### config.mk
export PLATFORM = sky130hd
export DESIGN_NAME = accumulate_ctrl
export DESIGN_NICKNAME = d
export VERILOG_FILES = /design/src/rtl/accumulate_ctrl.sv
export SDC_FILE = /design/constraint.sdc
export NUM_CORES = 1
export LEC_CHECK = 0
export CORE_MARGIN = 2
export CORE_UTILIZATION = 55
export CTS_CLUSTER_DIAMETER = 30
export CTS_CLUSTER_SIZE = 8
export DETAILED_ROUTE_END_ITERATION = 8
export PLACE_DENSITY = 0.9
export SLEW_MARGIN = 30
export SYNTH_ARGS = -nofsm -noshare
export SYNTH_HDL_FRONTEND = slang
export SYNTH_SLANG_ARGS = --single-unit
### constraint.sdc
create_clock -name clk_i -period 5.6 [get_ports clk_i]
set_input_delay 0.56 -clock clk_i [delete_from_list [all_inputs] [get_ports clk_i]]
set_output_delay 0.56 -clock clk_i [all_outputs]
set_load 0.02 [all_outputs]
### src/rtl/accumulate_ctrl.sv
// Per-layer sequencer for the accumulate datapath: bias fetch, psum streaming,
// accumulator drain and hand-off of each finished output sum.
module accumulate_ctrl #(
  parameter int CH_W  = 8,
  parameter int OUT_W = 10
) (
  input  logic             clk_i,
  input  logic             rst,
  input  logic             start_i,
  input  logic             layer_i,
  input  logic [CH_W-1:0]  n_ch_i,
  input  logic [OUT_W-1:0] n_out_i,
  input  logic [1:0]       fc_lanes_i,
  input  logic             psum_valid_i,
  output logic             psum_ready_o,
  output logic             bias_req_o,
  input  logic             bias_ack_i,
  output logic             acc_en_o,
  output logic [2:0]       acc_flag_o,
  output logic             acc_layer_o,
  input  logic             acc_done_i,
  output logic             out_valid_o,
  input  logic             out_ready_i,
  output logic [OUT_W-1:0] out_idx_o,
  output logic             busy_o,
  output logic             done_o
);

  // Handshakes: a psum beat moves when psum_valid_i & psum_ready_o are high on
  // a rising edge; an output moves when out_valid_o & out_ready_i are high;
  // bias_req_o is held until bias_ack_i. Valid/req never drop before transfer.

  typedef enum logic [2:0] {
    S_IDLE  = 3'd0,
    S_BIAS  = 3'd1,
    S_ACCUM = 3'd2,
    S_DRAIN = 3'd3,
    S_OUT   = 3'd4,
    S_FIN   = 3'd5
  } state_t;

  state_t state;
  state_t state_next;

  logic             layer_q;
  logic [1:0]       lanes_q;
  logic [CH_W-1:0]  n_ch_q;
  logic [OUT_W-1:0] n_out_q;
  logic [CH_W-1:0]  beat_cnt;
  logic [OUT_W-1:0] out_idx;

  logic       beat_xfer;
  logic       last_beat;
  logic       last_out;
  logic [2:0] lane_mask;

  assign beat_xfer = (state == S_ACCUM) && psum_valid_i;
  assign last_beat = (beat_cnt == (n_ch_q - CH_W'(1)));
  assign last_out  = (out_idx == (n_out_q - OUT_W'(1)));

  // FC lane count of 0 behaves as a single lane; CONV always uses all three.
  always_comb begin
    lane_mask = 3'b111;
    if (layer_q) begin
      case (lanes_q)
        2'd2:    lane_mask = 3'b011;
        2'd3:    lane_mask = 3'b111;
        default: lane_mask = 3'b001;
      endcase
    end
  end

  always_ff @(posedge clk_i) begin
    if (rst) begin
      state <= S_IDLE;
    end else begin
      state <= state_next;
    end
  end

  always_ff @(posedge clk_i) begin
    if (rst) begin
      layer_q  <= 1'b0;
      lanes_q  <= 2'd0;
      n_ch_q   <= '0;
      n_out_q  <= '0;
      beat_cnt <= '0;
      out_idx  <= '0;
    end else begin
      case (state)
        S_IDLE: begin
          if (start_i) begin
            layer_q <= layer_i;
            lanes_q <= fc_lanes_i;
            n_ch_q  <= (n_ch_i == '0) ? CH_W'(1) : n_ch_i;
            n_out_q <= n_out_i;
            out_idx <= '0;
          end
        end
        S_BIAS: begin
          if (bias_ack_i) begin
            beat_cnt <= '0;
          end
        end
        S_ACCUM: begin
          if (beat_xfer) begin
            beat_cnt <= beat_cnt + CH_W'(1);
          end
        end
        S_OUT: begin
          if (out_ready_i && !last_out) begin
            out_idx <= out_idx + OUT_W'(1);
          end
        end
        default: begin
        end
      endcase
    end
  end

  always_comb begin
    state_next = state;
    case (state)
      S_IDLE: begin
        if (start_i) begin
          state_next = (n_out_i == '0) ? S_FIN : S_BIAS;
        end
      end
      S_BIAS: begin
        if (bias_ack_i) begin
          state_next = S_ACCUM;
        end
      end
      S_ACCUM: begin
        if (beat_xfer && last_beat) begin
          state_next = S_DRAIN;
        end
      end
      S_DRAIN: begin
        if (acc_done_i) begin
          state_next = S_OUT;
        end
      end
      S_OUT: begin
        if (out_ready_i) begin
          state_next = last_out ? S_FIN : S_BIAS;
        end
      end
      S_FIN: begin
        state_next = S_IDLE;
      end
      default: begin
        state_next = S_IDLE;
      end
    endcase
  end

  always_comb begin
    psum_ready_o = 1'b0;
    bias_req_o   = 1'b0;
    acc_en_o     = 1'b0;
    acc_flag_o   = 3'b000;
    out_valid_o  = 1'b0;
    busy_o       = (state != S_IDLE);
    done_o       = 1'b0;
    case (state)
      S_BIAS:  bias_req_o = 1'b1;
      S_ACCUM: begin
        psum_ready_o = 1'b1;
        acc_en_o     = psum_valid_i;
        acc_flag_o   = lane_mask;
      end
      S_OUT:   out_valid_o = 1'b1;
      S_FIN:   done_o = 1'b1;
      default: begin
      end
    endcase
  end

  assign acc_layer_o = layer_q;
  assign out_idx_o   = out_idx;

endmodule

==> impl_metrics.toml, run 1 <==
[logic_synthesis]
yosysWarnings = 0
synthArstFlopShare = 0
synth_ff_type = "dfxtp_1"
synthTopCellsByArea = "dfxtp_1, nand2_1, a21oi_1, xor2_1, xnor2_1"
synth_nets = 355
yosysSeqAreaShare = 0.326
yosysTopAreaCellShare = 0.326
postSynthCellCount = 323
synth_edf_count = 0
synth-seq-cells = 42
synth_area_sq_um = 2580
ys_types = 56
avgSynthCellArea_sq_um = 7.98
synth_top_area_cell = "dfxtp_1"

[timing]
tightest_slew_ns = 0.914
drv_slew = 0
setup-violations-final = 0
whs_ns = 0.458
setup_tns_ns = 0
slew_headroom = 0.391
hold_viol_final = 0
clock.fmax_mhz = 317
fin_skew_ns = 0.00922
fin_crit_ns = 3.15
rsz0062_at_grt = "no"
finalCritPeriodShare = 0.563

[layout]
final_nets = 390
fillers = 365
layout_commonest_cell = "nand2_1"
layout_common_cells = "nand2_1, clkdlybuf4s50_1, dfxtp_1, a21oi_1, nor2_1"
drive_above_1_share = 0.0585
syn2layout_area_growth_pct = 21.5
n_antenna_cell = 0

[min_path]
hold_path.class = "reg2reg"

[place]
dp_hpwl_mm = 4.35
routabilityCongestion = 0.868
portBuffers = 47

[setup_path]
critical_path_arrival_ns = 2.59
critPathLaunchType = "flip-flop"
path_max_fanout = 9
critPathRequiredTime_ns = 5.04
end_kind = "output pin"
critical_path_class = "reg2out"

[clock_tree]
cts_sinks = 42
cts.htree.levels = 2
cts-root-buf = "clkbuf_8"
post_cts_buffers = 0
cts_resized = 0
cts_tree = "done"
clk_latency_ns = 0.30
clock_path_buffers = 2
cts_hold_buf = 0
clk_pin_slew_worst_paths_ns = 0.08
cts_buffers = 5

[floorplan]
boundaryPins = 48
dieArea_sq_um = 5250
rows = 24
coreArea_sq_um = 4440
die-width_um = 72.5
die_y_um = 72.5
initial_utilization = 0.580

[pwr]
p_clk_frac = 0.299
power_switching_share = 0.317
ir_worst_vdd_mv = 0.206
internal_power_mw = 0.550
powerDensity_nw_per_um2 = 257
p_leak_nw = 1.17
sequentialPowerShare = 0.426
p_sw_mw = 0.255
pwr-share-comb = 0.275

[global_route]
overflow = 0
grt.total_usage = 0.240
grt_pass1_vias = 2294
grt_pass1_wl_mm = 10.0
antenna_found_initial = 0
grt_start_max_net_pins = 37

[route]
first_pass_iters = 4
vias = 2429
finalWirelength_mm = 5.95
viasPerCell = 5.91
drt.antenna.violating_nets = 0
drc_errors = 0
drt-initial-drc-count = 130
wl_per_cell_um = 14.5

[status]
status = "finished clean"

[run]
maxCapViolCount = 0
[final timing paths]
check | start | end | slack [ns] | cells after the start
max reg2reg | n_out_q[0] | out_idx_o[3] | 2.83 | 9
min reg2reg | lanes_q[1] | lanes_q[1] | 0.46 | 2
min | lanes_q[1] | lanes_q[1] | 0.46 | 2
max | state[1] | acc_flag_o[2] | 2.45 | 4
[registers in the layout, summed over array words and instances, names as in the netlist]
signal and flops:
n_out_q 10, out_idx_o 10, beat_cnt 8, n_ch_q 8
state 3, lanes_q 2, acc_layer_o 1
[cell type report]
cell class	count	area, sq um	share of cell area
Multi-Input combinational cell	254	1610	0.514
Tap cell	52	65.1	0.0208
Clock buffer	6	72.6	0.0232
Inverter	7	26.3	0.00839
Timing Repair Buffer	48	478	0.153
Sequential cell	42	841	0.269
Clock inverter	2	37.5	0.0120
[layer usage]
metal / vias to the layer above / wire (um) / track usage
met2: 61 / 3040 / 0.430
met4: 0 / 114 / 0.0967
met5: - / 0 / 0
met1: 1139 / 2560 / 0.278
met3: 14 / 227 / 0.0486
li1: 1215 / - / -
[synth_stat cells, drive strengths merged (2+ instances only)]
| cell | n |
|---|---|
| xnor2 | 12 |
| mux2i | 8 |
| inv | 7 |
| xor2 | 14 |
| o21ai | 5 |
| a31oi | 5 |
| nor2b | 2 |
| buf | 9 |
| a21oi | 33 |
| nand4 | 9 |
| o2bb2ai | 2 |
| clkbuf | 11 |
| or2 | 2 |
| a211oi | 4 |
| nor4 | 5 |
| and3b | 2 |
| nor3b | 3 |
| nand2 | 53 |
| nand3 | 4 |
| ha | 4 |
| o21bai | 3 |
| o31ai | 2 |
| nand4b | 2 |
| nand2b | 8 |
| nand3b | 4 |
| dfxtp | 42 |
| nor3 | 12 |
| o2111ai | 2 |
| nor2 | 18 |
| and2 | 6 |
| and3 | 10 |
| a21boi | 3 |
| or3 | 6 |
[cell families after synthesis]
| logic type | share of synthesized area |
|---|---|
| AOI/OAI and AO/OA | 0.167 |
| DFF | 0.326 |
| buffers and inverters | 0.0490 |
| xor gates and xnor gates | 0.0884 |
| and+or+nand+nor | 0.314 |
| adders and majority gates | 0.0194 |
| muxes | 0.0354 |
[worst max-delay path: stages, from the launching register on]
cell and delay [ns]:
dfxtp_1 0.53, nor3b_1 0.65, a21boi_0 0.29, a21boi_0 0.20
clkdlybuf4s50_1 0.62
[through the flow]
stage | setup WS [ns] | std cells | total power, mW | util | instance area, sq um
6_report | 2.45 | 411 | 0.805 | 0.704 | 3130
3_5_place_dp | 2.79 | 403 | 0.568 | 0.680 | 3020
2_1_floorplan | 2.70 | 323 | 0.509 | - | 2580
4_1_cts | 2.46 | 411 | 0.804 | 0.704 | 3130
3_3_place_gp | 2.93 | 403 | 0.562 | 0.680 | 3020
5_1_grt | 2.36 | 411 | 0.846 | 0.704 | 3130
[power by group through the flow]
stage,clock [mW],combinational (mW),sequential [mW]
2_1_floorplan,0,0.170,0.339
3_3_place_gp,0,0.214,0.348
3_5_place_dp,0,0.218,0.350
4_1_cts,0.241,0.220,0.343
5_1_grt,0.255,0.244,0.347
6_report,0.241,0.222,0.343
No activity file was read; power rests on OpenSTA's default activity.
==> run 2: changes to the inputs <==
--- a/config.mk
+++ b/config.mk
@@ -6,11 +6,11 @@
 export NUM_CORES = 1
 export LEC_CHECK = 0
 export CORE_MARGIN = 2
-export CORE_UTILIZATION = 55
+export CORE_UTILIZATION = 47
 export CTS_CLUSTER_DIAMETER = 30
 export CTS_CLUSTER_SIZE = 8
 export DETAILED_ROUTE_END_ITERATION = 8
-export PLACE_DENSITY = 0.9
+export PLACE_DENSITY = 0.82
 export SLEW_MARGIN = 30
 export SYNTH_ARGS = -nofsm -noshare
 export SYNTH_HDL_FRONTEND = slang
==> constraint.sdc (replaced) <==
create_clock -name clk_i -period 2.7 [get_ports clk_i]
set_input_delay 0.27 -clock clk_i [delete_from_list [all_inputs] [get_ports clk_i]]
set_output_delay 0.27 -clock clk_i [all_outputs]
set_load 0.02 [all_outputs]
==> run 2 against run 1 <==
- critical path type is now reg2reg
- clock power is 75% higher
- largest cell class unchanged
- flip-flop and latch count stayed put
- cell count is 6.6% higher
==> impl_metrics.toml, run 2 (synthesis results as in run 1) <==
[status]
status = "finished clean"

[pwr]
internal_power_mw = 1.09
sequentialPowerShare = 0.437
power_switching_share = 0.327
pwr-share-comb = 0.302
p_sw_mw = 0.529
ir_worst_vdd_mv = 0.384
powerDensity_nw_per_um2 = 504
p_leak_nw = 1.21
p_clk_frac = 0.261

[global_route]
grt_pass1_wl_mm = 10.7
grt.busiest_layer = "met2"
antenna_found_initial = 0
grt.total_usage = 0.216
grt_start_max_net_pins = 20
met1_usage = 0.273
overflow = 0
grt_pass1_vias = 2340
grtUsageMet3 = 0.0379
met2_usage = 0.372

[setup_path]
end_kind = "flip-flop"
critPathLaunch = "n_out_q[1]"
critical_path_class = "reg2reg"
r2r_slack_ns = 0.22
rr_worst_depth = 9
critPathLaunchType = "flip-flop"
critPathCapture = "out_idx_o[3]"
critical_path_arrival_ns = 2.69
r2r-end = "out_idx_o[3]"
critPathRequiredTime_ns = 2.91
path_max_fanout = 14
r2r_start = "n_out_q[1]"

[place]
place_inst = 430
dp_hpwl_mm = 4.65
routabilityCongestion = 0.859
portBuffers = 47

[timing]
fin_crit_ns = 2.48
hold_viol_final = 0
drv_slew = 0
finalCritPeriodShare = 0.919
tightest_slew_ns = 0.734
setup_tns_ns = 0
fin_skew_ns = 0.00806
setup-violations-final = 0
clock.fmax_mhz = 403
slew_headroom = 0.509
rsz0062_at_grt = "no"

[clock_tree]
clk_latency_ns = 0.29
cts-root-buf = "clkbuf_8"
clock_path_buffers = 2
clk_pin_slew_worst_paths_ns = 0.08
cts_sinks = 42
cts.htree.levels = 2
cts_buffers = 5
cts_tree = "done"

[route]
wl_per_cell_um = 14.1
drt.antenna.violating_nets = 0
drc_errors = 0
first_pass_iters = 4
finalWirelength_mm = 6.16
viasPerCell = 5.57
drt-initial-drc-count = 159
vias = 2441

[layout]
n_antenna_cell = 0
syn2layout_area_growth_pct = 24.5
final_nets = 399
drive_above_1_share = 0.0815
utilization = 0.617
layout_common_cells = "nand2_1, clkdlybuf4s50_1, dfxtp_1, a21oi_1, nor2_1"
layout_commonest_cell = "nand2_1"
final_cells = 438

[floorplan]
dieArea_sq_um = 6090
initial_utilization = 0.495
die_y_um = 78.1
coreArea_sq_um = 5200
rows = 26
die-width_um = 78.1
boundaryPins = 48

[min_path]
hold_path.class = "reg2reg"

[run]
maxCapViolCount = 0
==> run 2: cell count changes in the layout (fill, tap and decap cells not counted), sizes merged <==
| cell | change |
|---|---|
| clkinv | +1 |
| buf | +9 |
| clkinvlp | -1 |
| clkbuf | +1 |
| bufinv | -1 |
==> run 2: routing by layer <==
layer  wire length [um]  vias up
met3                303        4
met2               3000       67
met5                  0        -
met4                 52        0
li1                   -     1226
met1               2810     1144
==> run 2: worst min-delay path by stage <==
| stage | startpoint | endpoint | slack, ns | cells past startpoint |
|---|---|---|---|---|
| CTS | lanes_q[1] | lanes_q[1] | 0.46 | 2 |
| finish | lanes_q[1] | lanes_q[1] | 0.46 | 2 |
| global route | lanes_q[1] | lanes_q[1] | 0.49 | 2 |
| global placement | lanes_q[1] | lanes_q[1] | 0.44 | 2 |
| floorplan | fc_lanes_i[0] | lanes_q[0] | 0.41 | 2 |
| detailed placement | lanes_q[1] | lanes_q[1] | 0.45 | 2 |
==> run 2: what timing repair did <==
item,4_1_cts,5_1_grt
endpoints found under the setup margin,0,6
hold buffers,0,0
buffers inserted,0,0
hold endpoints to repair,0,0
resized for setup,0,1
==> run 2: power groups by stage <==
stage	Sequential [mW]	Combinational, mW	Clock [mW]
finish	0.706	0.489	0.422
global route	0.715	0.539	0.454
CTS	0.706	0.483	0.428
detailed placement	0.720	0.480	0
global placement	0.718	0.466	0
floorplan	0.703	0.352	0
==> run 2: final cells by class <==
class / count / area, sq um
well taps: 70 / 87.6
multi-input cells: 254 / 1620
flip-flops and latches: 42 / 841
clock buffers: 7 / 86.3
clock inverters: 1 / 5.00
fillers: 485 / 2000
inverters: 7 / 26.3
repair buffers: 57 / 546
==> run 2: worst max-delay path, cell delays in order, from the launching register on <==
cell	delay, ns
dfxtp_1	0.41
inv_1	0.06
ha_1	0.25
xnor2_1	0.15
o2bb2ai_1	0.14
a2111o_1	0.43
a311oi_2	0.42
a21oi_4	0.19
nand2b_1	0.19
a31oi_1	0.16
==> run 2: per-stage QoR <==
stage / area, sq um / hold slack [ns] / worst slack, ns / total power [mW]
finish: 3210 / 0.461 / 0.218 / 1.62
detailed placement: 3110 / 0.450 / 0.173 / 1.20
floorplan: 2580 / 0.406 / 0.0902 / 1.06
CTS: 3200 / 0.462 / 0.155 / 1.62
global route: 3210 / 0.488 / 0.0219 / 1.71
global placement: 3110 / 0.444 / 0.265 / 1.18
==> run 3: changes to the inputs <==
--- a/config.mk
+++ b/config.mk
@@ -6,11 +6,11 @@
 export NUM_CORES = 1
 export LEC_CHECK = 0
 export CORE_MARGIN = 2
-export CORE_UTILIZATION = 47
+export CORE_UTILIZATION = 40
 export CTS_CLUSTER_DIAMETER = 30
 export CTS_CLUSTER_SIZE = 8
 export DETAILED_ROUTE_END_ITERATION = 8
-export PLACE_DENSITY = 0.82
+export PLACE_DENSITY = 0.72
 export SLEW_MARGIN = 30
 export SYNTH_ARGS = -nofsm -noshare
 export SYNTH_HDL_FRONTEND = slang
==> run 3 against run 2 <==
- global-route usage down 4.6 points
- worst hold slack improved by 0.0028 ns
- die area is 17% higher
- clock skew is 0.0038 ns higher
- combinational power shrank 2%
- highest routed layer unchanged
- power up 0.15%
- sequential share of layout area decreased by 0.10 points
==> impl_metrics.toml, run 3 (synthesis results as in run 1) <==
[clock_tree]
cts_sinks = 42
clk_latency_ns = 0.29
cts_hold_buf = 0
cts-root-buf = "clkbuf_8"
clock_path_buffers = 2
cts_buffers = 5
cts.htree.levels = 2
clk_pin_slew_worst_paths_ns = 0.08
post_cts_buffers = 0
cts_tree = "done"

[pwr]
p_sw_mw = 0.536
sequentialPowerShare = 0.440
pwr-share-comb = 0.297
internal_power_mw = 1.08
p_leak_nw = 1.21
powerDensity_nw_per_um2 = 502
p_clk_frac = 0.264
ir_worst_vdd_mv = 0.248
power_switching_share = 0.331

[layout]
fillers = 600
final-seq-area_sq_um = 842
multi_input_area_sq_um = 1630
final_nets = 398
n_antenna_cell = 0
layout_common_cells = "nand2_1, clkdlybuf4s50_1, dfxtp_1, a21oi_1, nor2_1"
layout_commonest_cell = "nand2_1"
drive_above_1_share = 0.0899
syn2layout_area_growth_pct = 25.2

[setup_path]
critical_path_arrival_ns = 2.76
slowest_stage = "a2111o_1"
critical_path_class = "reg2reg"
rr_worst_depth = 10
critPathRequiredTime_ns = 2.90
cpPeakStageDelay_ns = 0.44
critPathLaunchType = "flip-flop"
path_max_fanout = 14
critPathLaunch = "n_out_q[1]"
r2r_start = "n_out_q[1]"
r2r-end = "out_idx_o[2]"
path_cells = "inv_1 > ha_2 > xor2_1 > nand3_2 > a2111o_1 > a311oi_4 > a21oi_2 > buf_4 > nand2b_1 > a31oi_1"
r2r_slack_ns = 0.14
end_kind = "flip-flop"

[route]
drc_errors = 0
vias = 2466
drt-initial-drc-count = 122
viasPerCell = 5.55
wl_per_cell_um = 14.0
first_pass_iters = 4
drt.antenna.violating_nets = 0
finalWirelength_mm = 6.20

[run]
maxCapViolCount = 0

[timing]
clock.fmax_mhz = 391
setup_tns_ns = 0
setup-violations-final = 0
fin_skew_ns = 0.0119
fin_ws_ns = 0.141
rsz0062_at_grt = "no"
finalCritPeriodShare = 0.948
drv_slew = 0
slew_headroom = 0.480
whs_ns = 0.464
hold_viol_final = 0
fin_crit_ns = 2.56
tightest_slew_ns = 0.778

[floorplan]
boundaryPins = 48
die_y_um = 84.3
rows = 29
coreArea_sq_um = 6280
initial_utilization = 0.411
dieArea_sq_um = 7100
die-width_um = 84.3

[global_route]
overflow = 0
grt.total_usage = 0.170
grt_pass1_wl_mm = 10.0
grt_start_max_net_pins = 23
grt_pass1_vias = 2199
antenna_found_initial = 0

[place]
portBuffers = 47
dp_hpwl_mm = 4.56
routabilityCongestion = 0.780
pre_cts_ws_ns = 0.146

[min_path]
hold_depth = 2
min_from = "lanes_q[1]"
hold_end = "lanes_q[1]"
hold_path.class = "reg2reg"

[status]
status = "finished clean"
## run 3: worst max-delay path: cells and delay by family, from the launching register on
family / cells / cell delay [ns]
compound gates: 4 / 1.03
flops: 1 / 0.42
fa+ha+maj: 1 / 0.33
buf+inv: 2 / 0.27
simple gates: 2 / 0.24
xor+xnor: 1 / 0.18
## run 3: per-stage QoR
stage	instance area, sq um	power (mW)	util	std cells
5_1_grt	3230	1.71	0.514	444
4_1_cts	3210	1.62	0.511	444
2_1_floorplan	2580	1.06	-	323
3_3_place_gp	3110	1.18	0.496	436
3_5_place_dp	3110	1.20	0.496	436
6_report	3230	1.62	0.514	444
## run 3: cell type report
| cell class | count | area share |
|---|---|---|
| repair buffers | 56 | 0.167 |
| clock inverters | 2 | 0.00388 |
| flip-flops and latches | 42 | 0.261 |
| multi-input cells | 254 | 0.505 |
| inverters | 7 | 0.00814 |
| well taps | 77 | 0.0299 |
| clock buffers | 6 | 0.0256 |
## run 3: routing by layer
layer | GRT usage | up-vias | share of wire | wire length (um)
met1 | 0.243 | 1162 | 0.49 | 3030
met5 | 0 | - | 0 | 0
met4 | 0.0601 | 0 | 0.013 | 83
li1 | - | 1225 | - | -
met3 | 0.0285 | 6 | 0.056 | 348
met2 | 0.258 | 73 | 0.44 | 2740
## run 3: worst max-delay path by stage
| stage | endpoint | slack, ns |
|---|---|---|
| 2_1_floorplan | acc_flag_o[2] | 0.09 |
| 3_3_place_gp | out_idx_o[2] | 0.27 |
| 3_5_place_dp | out_idx_o[2] | 0.15 |
| 4_1_cts | acc_flag_o[2] | 0.001 |
| 5_1_grt | out_idx_o[2] | 0.02 |
| 6_report | out_idx_o[2] | 0.14 |
## run 3: repair_timing
action / CTS / global route
gates resized for setup: 0 / 4
hold endpoints to repair: 0 / 0
endpoints found under the setup margin: 0 / 6
## run 3: power groups by stage
stage	Sequential, mW	Combinational [mW]	Clock [mW]
after floorplan	0.703	0.352	0
after global placement	0.722	0.463	0
after detailed placement	0.724	0.471	0
after CTS	0.710	0.473	0.440
after global routing	0.719	0.528	0.466
final	0.712	0.480	0.427
==> edit (config.mk and constraints of run 2) <==
Register the output `acc_flag_o`, cleared by the reset; this adds one clock of latency there. The other outputs are not delayed to match.
--- a/src/rtl/accumulate_ctrl.sv
+++ b/src/rtl/accumulate_ctrl.sv
@@ -38,6 +38,8 @@
     S_OUT   = 3'd4,
     S_FIN   = 3'd5
   } state_t;
+
+  logic [2:0] acc_flag_d;
 
   state_t state;
   state_t state_next;
@@ -159,7 +161,7 @@
     psum_ready_o = 1'b0;
     bias_req_o   = 1'b0;
     acc_en_o     = 1'b0;
-    acc_flag_o   = 3'b000;
+    acc_flag_d   = 3'b000;
     out_valid_o  = 1'b0;
     busy_o       = (state != S_IDLE);
     done_o       = 1'b0;
@@ -168,7 +170,7 @@
       S_ACCUM: begin
         psum_ready_o = 1'b1;
         acc_en_o     = psum_valid_i;
-        acc_flag_o   = lane_mask;
+        acc_flag_d   = lane_mask;
       end
       S_OUT:   out_valid_o = 1'b1;
       S_FIN:   done_o = 1'b1;
@@ -180,5 +182,13 @@
   assign acc_layer_o = layer_q;
   assign out_idx_o   = out_idx;
 
+  always_ff @(posedge clk_i) begin
+    if (rst) begin
+      acc_flag_o <= '0;
+    end else begin
+      acc_flag_o <= acc_flag_d;
+    end
+  end
+
 endmodule
 
Check against the original RTL: not equivalent (a bounded check fails within 4 cycles, from zero or initial values and one cycle with rst high).
==> edit against run 2 <==
Wire length is 2.9% lower. Final area is 1.4% lower. Hold slack better by 0.00078 ns. Die area is 2.8% lower. Synthesized cell count is 0.31% higher. Power is 6.3% lower. Area after synthesis is 3.0% lower. Clock power is 1% higher. Via count hardly changed. Core utilization is 0.27 points higher. Sequential cell count is 3 higher. Worst setup slack worse by 0.051 ns. First-iteration DRC count is 8.2% higher. Critical path type unchanged. Critical endpoint is now out_idx_o[7]$_SDFFE_PP0P_. Largest cell class unchanged. Largest power group unchanged.
==> edit: results (changes against run 2) <==
* Setup Slack @ Placement at 0.276 ns (+0.102 ns)
* Met3 Resource Use GR at 4.59% (+0.80 points)
* GPL Wtd Cong at 0.852 (-0.87%)
* Setup violators final at 0 (unchanged)
* Pin count of the biggest net entering global routing at 22 (+10%)
* Hold WS at 0.462 ns (+0.000778 ns)
* Die area at 0.00592 mm² (-2.8%)
* #MultiIn Comb at 251 (-1.2%)
* P_leak at 1.17 nW (-3.4%)
* Vias at 2440 (-0.041%)
* Mean number of vias per cell at 5.52 (-0.95%)
* Hold Path Origin: lanes_q[0]$_SDFFE_PP0P_
* M1 wire length at 2.71 mm (-3.5%)
* Top cells by count, synth: 53 x nand2_1, 45 x dfxtp_1, 36 x a21oi_1, 24 x nor2_1
* DRT Pass-1 Iters at 4 (unchanged)
* #FFs+latches synth at 45 (+7.1%)
* Pwr dens at 479 mW/mm² (-4.9%)
* Met2 Use GR at 34.6% (-2.6 points)
* Drt initial violations at 172 (+8.2%)
* Crit-path max FO at 10 (-4)
* DP HPWL at 4.46 mm (-4.1%)
* Peak supply drop at 0.000254 V (-34%)
* Worst Clk Skew at 0.00953 ns (+0.00148 ns)
* # clk buffers at 7 (unchanged)
* Cells after Synth at 324 (+0.31%)
* CP arrival at 2.75 ns (+0.06 ns)
* Non-clock inverters at 12 (+5)
* GRT Total Usage at 20.8% (-0.81 points)
* Routed length per instance at 13.5 µm (-3.8%)
* Multi-input logic area at 0.00149 mm² (-8.2%)
* Reg-to-reg endpoint: out_idx_o[7]$_SDFFE_PP0P_
* Sequential share of cell area at 28.5% (+2.3 points)
* Slowest cell on the critical path: dfxtp_1
* Clk tree area frac at 2.73% (-0.12 points)
* Wire length on met2 at 2.87 mm (-4.1%)
* Register area share after synthesis at 36.0% (+3.4 points)
* Post-layout nets at 404 (+1.3%)
* Net Count, Synth at 356 (+0.28%)
* Setup crit start: n_out_q[0]$_SDFFE_PP0P_
* Met1 Use GR at 26.5% (-0.80 points)
* First-pass GRT wire length at 10.1 mm (-5.5%)
* FF-to-FF setup slack at 0.17 ns (-0.05 ns)
* Max-Slew Margin vs Limit at 68.7% (+18 points)
* Layout cells sized above 1 at 7.53% (-0.63 points)
* Placed cell area at 0.00304 mm² (-2.2%)
* FF-to-FF path depth at 10 (+1)
* Status: finished, final reports clean
* Placed cells at 432 (+0.47%)
* Netlist cell types at 50 (-11%)
* Max stage delay on crit path at 0.38 ns (-0.05 ns)
* Synth top area cells: dfxtp_1 36%, nand2_1 8.0%, a21oi_1 7.2%, xor2_1 5.3%, xnor2_1 4.9%
* Vias in the first global route at 2255 (-3.6%)
* Final period utilization at 93.8% (+1.9 points)
* Metal3 WL at 314 µm (+3.6%)
* Hold EP: lanes_q[0]$_SDFFE_PP0P_
edit: where the power goes:
part / switching, mW / leakage [nW] / internal, mW
clock: 0.225 / 0.0443 / 0.203
sequential: 0.0404 / 0.366 / 0.692
combinational: 0.179 / 0.760 / 0.175
total: 0.444 / 1.17 / 1.07
edit: timing repair:
action | in CTS | in global routing
endpoints found under the setup margin | 0 | 1
hold buffers | 0 | 0
setup buffers | 0 | 3
endpoints found under the hold margin | 0 | 0
edit: cell families after synthesis:
family | Yosys count | share of synthesized area, %
AOI/OAI and AO/OA | 70 | 17.3
xor gates and xnor gates | 29 | 10.2
adders and majority gates | 4 | 2.00
buffers and inverters | 28 | 4.60
DFF | 45 | 36.0
muxes | 2 | 0.850
and+or+nand+nor | 146 | 29.1
